### src/rtl/chf_pkg.sv
// Shared definitions for the PLL management responder: register map,
// NTSC reset settings and the controller state encoding.
package chf_pkg;

  typedef enum logic [2:0] {
    INIT,
    IDLE,
    LOAD,
    BUSY,
    DONE
  } state_t;

  localparam logic [5:0] ADDR_MODE   = 6'd0;
  localparam logic [5:0] ADDR_STATUS = 6'd1;
  localparam logic [5:0] ADDR_START  = 6'd2;
  localparam logic [5:0] ADDR_N      = 6'd3;
  localparam logic [5:0] ADDR_M      = 6'd4;
  localparam logic [5:0] ADDR_C0     = 6'd5;
  localparam logic [5:0] ADDR_MFRAC  = 6'd7;
  // Setting bit 5 selects the active copy instead of the shadow copy
  localparam logic [5:0] ADDR_ACTIVE = 6'd32;

  localparam logic [31:0] RST_N     = 32'h0001_0000;
  localparam logic [31:0] RST_M     = 32'h0000_0404;
  localparam logic [31:0] RST_C0    = 32'h0000_0505;
  localparam logic [31:0] RST_MFRAC = 32'h9745_BF27;

  function automatic logic [31:0] status_word(input logic ready, input logic err);
    return {30'd0, err, ready};
  endfunction

endpackage

### src/rtl/chf_pll_mgmt_resp_if.sv
// Memory-mapped management bus between a host (master) and the PLL
// management responder (slave).
interface chf_pll_mgmt_resp_if;
  logic        mgmt_write;
  logic        mgmt_read;
  logic [5:0]  mgmt_address;
  logic [31:0] mgmt_writedata;
  logic [31:0] mgmt_readdata;
  logic        mgmt_waitrequest;

  modport master (
    output mgmt_write, mgmt_read, mgmt_address, mgmt_writedata,
    input  mgmt_readdata, mgmt_waitrequest
  );

  modport slave (
    input  mgmt_write, mgmt_read, mgmt_address, mgmt_writedata,
    output mgmt_readdata, mgmt_waitrequest
  );
endinterface

### src/rtl/chf_busy_timer.sv
// Down-counter that measures the emulated lock/reconfiguration time;
// shared by the INIT and BUSY phases of the controller.
module chf_busy_timer #(
  parameter int unsigned CYCLES = 16
) (
  input  logic clk,
  input  logic rst,
  input  logic load,
  input  logic en,
  output logic done
);

  localparam logic [7:0] START_VAL = 8'(CYCLES - 1);

  logic [7:0] count;

  // Reset preloads the count so INIT is timed without an explicit load
  always_ff @(posedge clk or posedge rst) begin
    if (rst) begin
      count <= START_VAL;
    end else if (load) begin
      count <= START_VAL;
    end else if (en && count != 8'd0) begin
      count <= count - 8'd1;
    end
  end

  assign done = (count == 8'd0);

endmodule

### src/rtl/chf_pll_mgmt_resp.sv
// PLL reconfiguration management responder: shadow registers, START-driven
// apply sequence and emulated lock. Optional CHF_PLL_READBACK_EN enables readback.
module chf_pll_mgmt_resp
  import chf_pkg::*;
#(
  parameter int unsigned BUSY_CYCLES = 16
) (
  input  logic                 mgmt_clk,
  input  logic                 mgmt_reset,
  chf_pll_mgmt_resp_if.slave   bus,
  output logic [31:0]          cfg_n,
  output logic [31:0]          cfg_m,
  output logic [31:0]          cfg_c0,
  output logic [31:0]          cfg_mfrac,
  output logic                 reconfig_strobe,
  output logic                 locked
);

  state_t      state, state_nxt;
  logic        mode, err;
  logic [31:0] shadow_n, shadow_m, shadow_c0, shadow_mfrac;
  logic [31:0] rd_mux;
  logic        busy_st, ready, timer_load, timer_en, timer_done;
  logic        wr_acc, wr_drop, rd_acc, start_acc;

  chf_busy_timer #(.CYCLES(BUSY_CYCLES)) u_timer (
    .clk  (mgmt_clk),
    .rst  (mgmt_reset),
    .load (timer_load),
    .en   (timer_en),
    .done (timer_done)
  );

  // Writes only take effect when ready; otherwise they stall or are dropped by mode
  assign wr_acc    = bus.mgmt_write && ready;
  assign wr_drop   = bus.mgmt_write && busy_st && mode;
  assign rd_acc    = bus.mgmt_read && !bus.mgmt_write && !bus.mgmt_waitrequest;
  assign start_acc = wr_acc && (bus.mgmt_address == ADDR_START);

  always_ff @(posedge mgmt_clk or posedge mgmt_reset) begin
    if (mgmt_reset) state <= INIT;
    else            state <= state_nxt;
  end

  always_comb begin
    state_nxt = state;
    case (state)
      INIT:    if (timer_done) state_nxt = IDLE;
      IDLE:    if (start_acc) state_nxt = LOAD;
      LOAD:    state_nxt = BUSY;
      BUSY:    if (timer_done) state_nxt = DONE;
      DONE:    state_nxt = start_acc ? LOAD : IDLE;
      default: state_nxt = INIT;
    endcase
  end

  always_comb begin
    busy_st              = (state == INIT) || (state == LOAD) || (state == BUSY);
    ready                = (state == IDLE) || (state == DONE);
    locked               = ready;
    reconfig_strobe      = (state == LOAD);
    timer_load           = (state == LOAD);
    timer_en             = (state == INIT) || (state == BUSY);
    bus.mgmt_waitrequest = !mode && busy_st && (bus.mgmt_write || bus.mgmt_read);
  end

  always_ff @(posedge mgmt_clk or posedge mgmt_reset) begin
    if (mgmt_reset) begin
      mode         <= 1'b0;
      shadow_n     <= RST_N;
      shadow_m     <= RST_M;
      shadow_c0    <= RST_C0;
      shadow_mfrac <= RST_MFRAC;
    end else if (wr_acc) begin
      case (bus.mgmt_address)
        ADDR_MODE:  mode         <= bus.mgmt_writedata[0];
        ADDR_N:     shadow_n     <= bus.mgmt_writedata;
        ADDR_M:     shadow_m     <= bus.mgmt_writedata;
        ADDR_C0:    shadow_c0    <= bus.mgmt_writedata;
        ADDR_MFRAC: shadow_mfrac <= bus.mgmt_writedata;
        default:    ;
      endcase
    end
  end

  always_ff @(posedge mgmt_clk or posedge mgmt_reset) begin
    if (mgmt_reset)                                     err <= 1'b0;
    else if (wr_acc && bus.mgmt_address == ADDR_STATUS) err <= 1'b0;
    else if (wr_drop)                                   err <= 1'b1;
  end

  always_ff @(posedge mgmt_clk or posedge mgmt_reset) begin
    if (mgmt_reset) begin
      cfg_n     <= RST_N;
      cfg_m     <= RST_M;
      cfg_c0    <= RST_C0;
      cfg_mfrac <= RST_MFRAC;
    end else if (state == LOAD) begin
      cfg_n     <= shadow_n;
      cfg_m     <= shadow_m;
      cfg_c0    <= shadow_c0;
      cfg_mfrac <= shadow_mfrac;
    end
  end

  always_comb begin
    rd_mux = 32'd0;
    case (bus.mgmt_address)
      ADDR_MODE:   rd_mux = {31'd0, mode};
      ADDR_STATUS: rd_mux = status_word(ready, err);
`ifdef CHF_PLL_READBACK_EN
      ADDR_N:                    rd_mux = shadow_n;
      ADDR_M:                    rd_mux = shadow_m;
      ADDR_C0:                   rd_mux = shadow_c0;
      ADDR_MFRAC:                rd_mux = shadow_mfrac;
      ADDR_N     + ADDR_ACTIVE:  rd_mux = cfg_n;
      ADDR_M     + ADDR_ACTIVE:  rd_mux = cfg_m;
      ADDR_C0    + ADDR_ACTIVE:  rd_mux = cfg_c0;
      ADDR_MFRAC + ADDR_ACTIVE:  rd_mux = cfg_mfrac;
`endif
      default:     rd_mux = 32'd0;
    endcase
  end

  always_ff @(posedge mgmt_clk or posedge mgmt_reset) begin
    if (mgmt_reset)  bus.mgmt_readdata <= 32'd0;
    else if (rd_acc) bus.mgmt_readdata <= rd_mux;
  end

endmodule

### src/flat_wrapper.sv
// flat-port wrapper written by rule: the top's interface ports become plain ports
module chf_pll_mgmt_resp_flat import chf_pkg::*;
#(
  parameter int unsigned BUSY_CYCLES = 16
)
  (mgmt_clk, mgmt_reset, cfg_n, cfg_m, cfg_c0, cfg_mfrac, reconfig_strobe, locked, bus_mgmt_write, bus_mgmt_read, bus_mgmt_address, bus_mgmt_writedata, bus_mgmt_readdata, bus_mgmt_waitrequest);
  chf_pll_mgmt_resp_if bus_i ();
  input  logic mgmt_clk;
  input  logic mgmt_reset;
  output logic [31:0] cfg_n;
  output logic [31:0] cfg_m;
  output logic [31:0] cfg_c0;
  output logic [31:0] cfg_mfrac;
  output logic reconfig_strobe;
  output logic locked;
  input wire logic [$bits(bus_i.mgmt_write)-1:0] bus_mgmt_write;
  input wire logic [$bits(bus_i.mgmt_read)-1:0] bus_mgmt_read;
  input wire logic [$bits(bus_i.mgmt_address)-1:0] bus_mgmt_address;
  input wire logic [$bits(bus_i.mgmt_writedata)-1:0] bus_mgmt_writedata;
  output wire logic [$bits(bus_i.mgmt_readdata)-1:0] bus_mgmt_readdata;
  output wire logic [$bits(bus_i.mgmt_waitrequest)-1:0] bus_mgmt_waitrequest;
  assign bus_i.mgmt_write = bus_mgmt_write;
  assign bus_i.mgmt_read = bus_mgmt_read;
  assign bus_i.mgmt_address = bus_mgmt_address;
  assign bus_i.mgmt_writedata = bus_mgmt_writedata;
  assign bus_mgmt_readdata = bus_i.mgmt_readdata;
  assign bus_mgmt_waitrequest = bus_i.mgmt_waitrequest;
  chf_pll_mgmt_resp #(.BUSY_CYCLES(BUSY_CYCLES)) u_core (.mgmt_clk(mgmt_clk), .mgmt_reset(mgmt_reset), .bus(bus_i), .cfg_n(cfg_n), .cfg_m(cfg_m), .cfg_c0(cfg_c0), .cfg_mfrac(cfg_mfrac), .reconfig_strobe(reconfig_strobe), .locked(locked));
endmodule
### config.mk
export PLATFORM = sky130hd
export DESIGN_NAME = chf_pll_mgmt_resp_flat
export DESIGN_NICKNAME = d
export VERILOG_FILES = /design/src/rtl/chf_pkg.sv /design/src/rtl/chf_pll_mgmt_resp_if.sv /design/src/rtl/chf_busy_timer.sv /design/src/rtl/chf_pll_mgmt_resp.sv /design/src/flat_wrapper.sv
export SDC_FILE = /design/constraint.sdc
export NUM_CORES = 1
export LEC_CHECK = 0
export ABC_AREA = 1
export ABC_CLOCK_PERIOD_IN_PS = 26300
export BUFFER_PORTS_ARGS = -buffer_cell sky130_fd_sc_hd__buf_2
export CORE_MARGIN = 2
export CORE_UTILIZATION = 47
export CTS_CLUSTER_SIZE = 30
export DETAILED_ROUTE_END_ITERATION = 16
export PLACE_DENSITY = 0.81
export SYNTH_ARGS = -nofsm -noshare
export SYNTH_HDL_FRONTEND = slang
export SYNTH_HIERARCHICAL = 1
export SYNTH_SLANG_ARGS = --single-unit
### constraint.sdc
create_clock -name mgmt_clk -period 26.3 [get_ports mgmt_clk]
set_clock_uncertainty 0.15 [all_clocks]
set_input_delay 5.26 -clock mgmt_clk [delete_from_list [all_inputs] [get_ports mgmt_clk]]
set_output_delay 5.26 -clock mgmt_clk [all_outputs]
set_load 0.01 [all_outputs]
==> results of run 1 <==
==> logic make-up after synthesis <==
group | after synthesis | synth area share
buffers and inverters | 138 | 0.0756
flip-flops | 271 | 0.622
adder cells (fa/ha/maj) | 2 | 0.00227
other | 1 | 0.000341
XOR/XNOR | 1 | 0.000796
AO/OA/AOI/OAI | 143 | 0.0807
AND/OR/NAND/NOR | 605 | 0.218
==> cell type report <==
cell class,count,area [um2],area share
Sequential cell,271,6850,0.539
Timing Repair Buffer,179,908,0.0714
Clock buffer,49,851,0.0669
Clock inverter,3,40.0,0.00315
Inverter,56,225,0.0177
Multi-Input combinational cell,781,3440,0.271
Tap cell,319,399,0.0314
==> power groups by stage <==
stage	combinational (W)	clock (W)	sequential, W
2_1_floorplan	0.000225	0	0.000706
3_3_place_gp	0.000415	0	0.000666
3_5_place_dp	0.000431	0	0.000670
4_1_cts	0.000434	0.000389	0.000667
5_1_grt	0.000486	0.000406	0.000685
6_report	0.000427	0.000379	0.000667
==> path summary, 6_finish.rpt <==
check | from | to
setup / recovery | bus_mgmt_write | bus_mgmt_waitrequest
hold / removal | u_core/cfg_mfrac[13]$_DFFE_PP1P_ | u_core/cfg_mfrac[13]$_DFFE_PP1P_
setup reg to reg | u_core/state[0]$_DFFE_PP0P_ | u_core/state[1]$_DFFE_PP0P_
hold reg to reg | u_core/cfg_mfrac[13]$_DFFE_PP1P_ | u_core/cfg_mfrac[13]$_DFFE_PP1P_
max in group asynchronous | mgmt_reset | u_core/shadow_mfrac[3]$_DFFE_PP0P_
min in group asynchronous | mgmt_reset | u_core/u_timer/count[4]$_DFFE_PP0P_
==> cells in the mapped netlist, types with 4 or more instances <==
cell type,instances,area share
nand2_1,553,0.19
dfrtp_1,215,0.49
o21ai_1,92,0.042
dfstp_2,56,0.13
inv_1,54,0.018
o21ai_2,38,0.030
buf_4,33,0.023
buf_2,22,0.010
buf_6,21,0.021
nor2_1,18,0.0061
nand3_1,11,0.0050
nand4_1,6,0.0034
a21oi_1,5,0.0023
clkbuf_1,4,0.0014
nor2_2,4,0.0023
==> per-stage QoR <==
| stage | setup WS [ns] | cell area, um2 | power, W |
|---|---|---|---|
| global placement | 15.23 | 11800 | 0.00108 |
| finish | 15.24 | 12700 | 0.00147 |
| floorplan | 13.74 | 11100 | 0.000931 |
| CTS | 15.24 | 12700 | 0.00149 |
| global route | 15.18 | 12700 | 0.00158 |
| detailed placement | 15.24 | 11800 | 0.00110 |
==> sequential cells by signal (all words and copies together) (netlist names) <==
| signal | cells |
|---|---|
| u_core/cfg_mfrac | 32 |
| u_core/err | 1 |
| u_core/bus.mgmt_readdata | 2 |
| u_core/shadow_c0 | 32 |
| u_core/cfg_c0 | 32 |
| u_core/shadow_m | 32 |
| u_core/mode | 1 |
| u_core/shadow_n | 32 |
| u_core/state | 3 |
| u_core/shadow_mfrac | 32 |
| u_core/cfg_n | 32 |
| u_core/cfg_m | 32 |
| u_core/u_timer/count | 8 |
==> worst register-to-register path, cell delays in order (launching register included) <==
cell and delay, ns:
dfrtp_1 0.42, nor2_1 0.07, inv_1 0.13, nor2_4 0.05
buf_4 0.32, inv_4 0.49, buf_4 0.76, nand3_1 0.24
nand2_1 0.11, nand2_1 0.06
==> routing by layer <==
| metal | vias to the layer above | part of all wire | track usage |
|---|---|---|---|
| met2 | 238 | 0.50 | 0.326 |
| li1 | 3871 | - | - |
| met3 | 35 | 0.058 | 0.0374 |
| met1 | 3833 | 0.42 | 0.247 |
| met5 | - | 0 | 0 |
| met4 | 0 | 0.024 | 0.0580 |
==> results.sh, run 1 <==
export IMPL_dieArea_um2=24700
export IMPL_pwr_share_comb=0.290
export IMPL_final_cell_mix="nand2_1, dfrtp_1, buf_2, o21ai_1, dfstp_2"
export IMPL_avgSynthCellArea_um2=9.48
export IMPL_core_area_um2=23300
export IMPL_clk_path_buf_depth=3
export IMPL_post_route_min_period_ns=11.06
export IMPL_grt_setup_unrepaired="false"
export IMPL_hold_path_cell_count=2
export IMPL_crit_slowest_cell="buf_2"
export IMPL_syn_area_um2=11000
export IMPL_fin_cells=1658
export IMPL_sw_frac_of_total=0.345
export IMPL_synthFlopType="dfrtp_1"
export IMPL_worstSkewPairLatency_ns=0.52
export IMPL_gp_congestion=0.831
export IMPL_min_path_type="reg2reg"
export IMPL_grt_max_degree=113
export IMPL_worstMarginPinSlew_ns=1.01
export IMPL_clkTransAtPathRegs_ns=0.06
export IMPL_crit_fanout=4
export IMPL_layout_commonest_cell="nand2_1"
export IMPL_die_w_um=157
export IMPL_crit_type="in2out"
export IMPL_nets=1361
export IMPL_drc=0
export IMPL_p_per_area_nw_per_um2=116
export IMPL_grt_remaining_overflow=0
export IMPL_dp_cells=1606
export IMPL_dr_pass1_iters=5
export IMPL_power_leakage_nw=6.97
export IMPL_cp_arrival_ns=5.65
export IMPL_antenna_found_initial=0
export IMPL_drive_gt1_frac=0.247
export IMPL_slowest_delay_ns=0.13
export IMPL_crit_required_ns=20.89
export IMPL_setup_tns_ns=0
export IMPL_ir_worst_vdd_v=0.0000715
export IMPL_critPathCaptureType="output pin"
export IMPL_grt_pass1_vias=7670
export IMPL_max_freq_mhz=90.4
export IMPL_cts_root_buf="clkbuf_16"
export IMPL_vias=7977
export IMPL_first_iter_violations=439
export IMPL_std_cell_rows=56
export IMPL_run_status="completed"
export IMPL_drv_cap=0
export IMPL_start_kind="input pin"
export IMPL_hold_viol_final=0
export IMPL_hold_ws_ns=0.308
export IMPL_start_util=0.473
export IMPL_drt_total_wl_um=23500
export IMPL_reg2regPathDepth=9
export IMPL_drv_slew=0
export IMPL_synth_enable_flop_cells=0
export IMPL_vias_per_cell=4.81
export IMPL_p_switching_w=0.000508
export IMPL_tritoncts="yes"
export IMPL_cts_max_level=1
export IMPL_min_period_over_period=0.421
export IMPL_crit_chain="buf_2, nor2_1, nor2_1, buf_2"
export IMPL_numPortBuffers=174
export IMPL_path_delay_family="buffers and inverters"
export IMPL_cts_made_buffers=28
export IMPL_synth_async_sr_flop_share=1.00
export IMPL_ys_types=34
export IMPL_synth_warnings=6
export IMPL_pwr_share_clk=0.257
export IMPL_path_depth=4
export IMPL_ys_seq_area_frac=0.622
export IMPL_internal_power_w=0.000965
export IMPL_dpl_hpwl_um=14400
export IMPL_die_y_um=157
export IMPL_setup_violations_final=0
export IMPL_path_buf_inv=2
export IMPL_cts_setup_buffers=0
export IMPL_syn_inst=1161
export IMPL_postLayoutCoreUtil=0.547
export IMPL_grt_total_usage=0.191
export IMPL_rrSetupSlack_ns=23.39
export IMPL_cts_resized=0
export IMPL_clock_sinks=271
export IMPL_hold_buffers=0
export IMPL_wl_per_cell_um=14.2
export IMPL_diodes=0
export IMPL_io_pins=205
export IMPL_grt_pass1_wl_um=38300
export IMPL_fillers=2071
export IMPL_syn_to_final_growth_pct=15.5
export IMPL_synth_seq_cells=271
export IMPL_seqPwrFrac=0.452
export IMPL_antenna_left=0
export IMPL_relSlewSlack=0.327
Power figures use the tool's default switching activity.
==> run 2, diff against run 1 <==
--- a/config.mk
+++ b/config.mk
@@ -6,13 +6,13 @@
 export NUM_CORES = 1
 export LEC_CHECK = 0
 export ABC_AREA = 1
-export ABC_CLOCK_PERIOD_IN_PS = 26300
+export ABC_CLOCK_PERIOD_IN_PS = 9250
 export BUFFER_PORTS_ARGS = -buffer_cell sky130_fd_sc_hd__buf_2
 export CORE_MARGIN = 2
 export CORE_UTILIZATION = 47
 export CTS_CLUSTER_SIZE = 30
 export DETAILED_ROUTE_END_ITERATION = 16
-export PLACE_DENSITY = 0.81
+export PLACE_DENSITY = 0.84
 export SYNTH_ARGS = -nofsm -noshare
 export SYNTH_HDL_FRONTEND = slang
 export SYNTH_HIERARCHICAL = 1
==> constraint.sdc (replaced) <==
create_clock -name mgmt_clk -period 9.25 [get_ports mgmt_clk]
set_clock_uncertainty 0.15 [all_clocks]
set_input_delay 1.85 -clock mgmt_clk [delete_from_list [all_inputs] [get_ports mgmt_clk]]
set_output_delay 1.85 -clock mgmt_clk [all_outputs]
set_load 0.01 [all_outputs]
==> run 2 against run 1 <==
  * Utilization grew 0.38 points
  * Via count grew 1.2%
  * Critical path type unchanged
  * Total power grew to 2.9 times the previous value
  * Cell count is the same
  * Global-route usage shrank 0.16 points
  * Count of clock-buffer cells in the layout shrank 4
  * Register-to-register slack lost 17 ns
  * First-iteration DRC count grew 14%
  * Worst hold slack gained 0.0056 ns
==> results.sh, run 2 (synthesis gave the netlist of run 1 again) <==
export IMPL_run_status="completed"
export IMPL_numPortBuffers=174
export IMPL_crit_fanout=4
export IMPL_relSlewSlack=0.377
export IMPL_clkTransAtPathRegs_ns=0.06
export IMPL_path_depth=4
export IMPL_worstSkewPairLatency_ns=0.53
export IMPL_first_iter_violations=501
export IMPL_dieArea_um2=24700
export IMPL_tritoncts="yes"
export IMPL_rr_endpoint="u_core/state[1]$_DFFE_PP0P_"
export IMPL_cts_resized=0
export IMPL_setup_violations_final=0
export IMPL_crit_chain="buf_2, nor2_1, nor2_1, buf_2"
export IMPL_antenna_left=0
export IMPL_start_util=0.473
export IMPL_endpoint="bus_mgmt_waitrequest"
export IMPL_grt_setup_unrepaired="false"
export IMPL_cts_max_level=1
export IMPL_seqPwrFrac=0.446
export IMPL_placed_cell_area_um2=11800
export IMPL_rrSetupSlack_ns=6.36
export IMPL_die_y_um=157
export IMPL_fin_cells=1658
export IMPL_p_per_area_nw_per_um2=332
export IMPL_cts_made_buffers=28
export IMPL_drc=0
export IMPL_post_route_min_period_ns=4.25
export IMPL_drv_cap=0
export IMPL_critPathCaptureType="output pin"
export IMPL_reg2reg_from="u_core/state[0]$_DFFE_PP0P_"
export IMPL_hold_viol_final=0
export IMPL_min_period_over_period=0.459
export IMPL_core_area_um2=23300
export IMPL_vias=8073
export IMPL_final_cell_mix="nand2_1, dfrtp_1, buf_2, o21ai_1, dfstp_2"
export IMPL_sw_frac_of_total=0.344
export IMPL_vias_per_cell=4.87
export IMPL_reg2regPathDepth=9
export IMPL_crit_required_ns=7.25
export IMPL_hold_path_cell_count=2
export IMPL_nets=1360
export IMPL_die_w_um=157
export IMPL_cp_arrival_ns=2.25
export IMPL_power_leakage_nw=7.01
export IMPL_p_switching_w=0.00146
export IMPL_wl_per_cell_um=14.2
export IMPL_dp_cells=1605
export IMPL_grt_max_degree=135
export IMPL_clk_path_buf_depth=3
export IMPL_setup_tns_ns=0
export IMPL_clock_sinks=271
export IMPL_slowest_delay_ns=0.13
export IMPL_max_freq_mhz=235
export IMPL_gp_congestion=0.813
export IMPL_crit_type="in2out"
export IMPL_worstMarginPinSlew_ns=0.935
export IMPL_pwr_share_clk=0.269
export IMPL_start_kind="input pin"
export IMPL_final_area_um2=12800
export IMPL_syn_to_final_growth_pct=16.3
export IMPL_hold_buffers=0
export IMPL_path_delay_family="buffers and inverters"
export IMPL_pwr_share_comb=0.285
export IMPL_dpl_hpwl_um=14400
export IMPL_cts_setup_buffers=0
export IMPL_grt_remaining_overflow=0
export IMPL_drt_total_wl_um=23500
export IMPL_crit_start="bus_mgmt_write"
export IMPL_std_cell_rows=56
export IMPL_drive_gt1_frac=0.255
export IMPL_drv_slew=0
export IMPL_cts_root_buf="clkbuf_16"
export IMPL_dr_pass1_iters=5
export IMPL_grt_total_usage=0.189
export IMPL_antenna_found_initial=1
export IMPL_internal_power_w=0.00279
export IMPL_path_buf_inv=2
export IMPL_crit_slowest_cell="buf_2"
export IMPL_ir_worst_vdd_v=0.000221
export IMPL_io_pins=205
export IMPL_grt_pass1_wl_um=38100
export IMPL_min_path_type="reg2reg"
export IMPL_layout_commonest_cell="nand2_1"
export IMPL_grt_pass1_vias=7800
-- run 2: changes by cell type in the layout (fill, tap and decap cells not counted), sizes merged --
cell	change
clkinvlp	+1
diode	+1
clkbuf	-4
buf	-1
clkinv	+3
-- run 2: layout make-up --
| class | instances | area [um2] |
|---|---|---|
| diodes | 1 | 2.50 |
| clock buffers | 45 | 906 |
| clock inverters | 7 | 66.3 |
| fillers | 2033 | 10500 |
| inverters | 56 | 225 |
| multi-input cells | 781 | 3440 |
| flip-flops and latches | 271 | 6850 |
| well taps | 319 | 399 |
| repair buffers | 178 | 913 |
-- run 2: how the worst min path moves through the flow --
stage,slack (ns),from,endpoint
final,0.31,u_core/cfg_mfrac[11]$_DFFE_PP1P_,u_core/cfg_mfrac[11]$_DFFE_PP1P_
after global routing,0.32,u_core/shadow_c0[10]$_DFFE_PP1P_,u_core/cfg_c0[10]$_DFFE_PP1P_
after CTS,0.31,u_core/cfg_c0[0]$_DFFE_PP1P_,u_core/cfg_c0[0]$_DFFE_PP1P_
after detailed placement,0.30,u_core/cfg_mfrac[14]$_DFFE_PP0P_,u_core/cfg_mfrac[14]$_DFFE_PP0P_
after global placement,0.30,u_core/cfg_m[18]$_DFFE_PP0P_,u_core/cfg_m[18]$_DFFE_PP0P_
after floorplan,0.30,u_core/shadow_m[10]$_DFFE_PP1P_,u_core/cfg_m[10]$_DFFE_PP1P_
-- run 2: through the flow --
| stage | setup WS [ns] | util | power [W] | hold WS (ns) |
|---|---|---|---|---|
| finish | 5.00 | 0.551 | 0.00426 | 0.313 |
| CTS | 5.00 | 0.550 | 0.00429 | 0.315 |
| global placement | 4.99 | 0.509 | 0.00307 | 0.298 |
| global route | 4.98 | 0.550 | 0.00454 | 0.324 |
| detailed placement | 5.00 | 0.509 | 0.00313 | 0.303 |
| floorplan | 0.0959 | - | 0.00265 | 0.297 |
-- run 2: power groups by stage --
stage | clock [W] | combinational [W] | sequential, W
after floorplan | 0 | 0.000639 | 0.00201
after global placement | 0 | 0.00117 | 0.00190
after detailed placement | 0 | 0.00122 | 0.00191
after CTS | 0.00117 | 0.00123 | 0.00190
after global routing | 0.00122 | 0.00137 | 0.00195
final | 0.00114 | 0.00121 | 0.00190
-- run 2: metal layers --
metal | share of wire | wire length, um | vias up | track usage
met5 | 0 | 0 | - | 0
met4 | 0.027 | 626 | 0 | 0.0619
met2 | 0.49 | 11500 | 238 | 0.326
li1 | - | - | 3869 | -
met1 | 0.43 | 10000 | 3920 | 0.242
met3 | 0.056 | 1310 | 46 | 0.0352
-- run 2: worst min-delay path: cells and delay by family, from the launching register on --
kind             cells  cell delay (ns)
and+or+nand+nor      2             0.09
DFF                  1             0.37
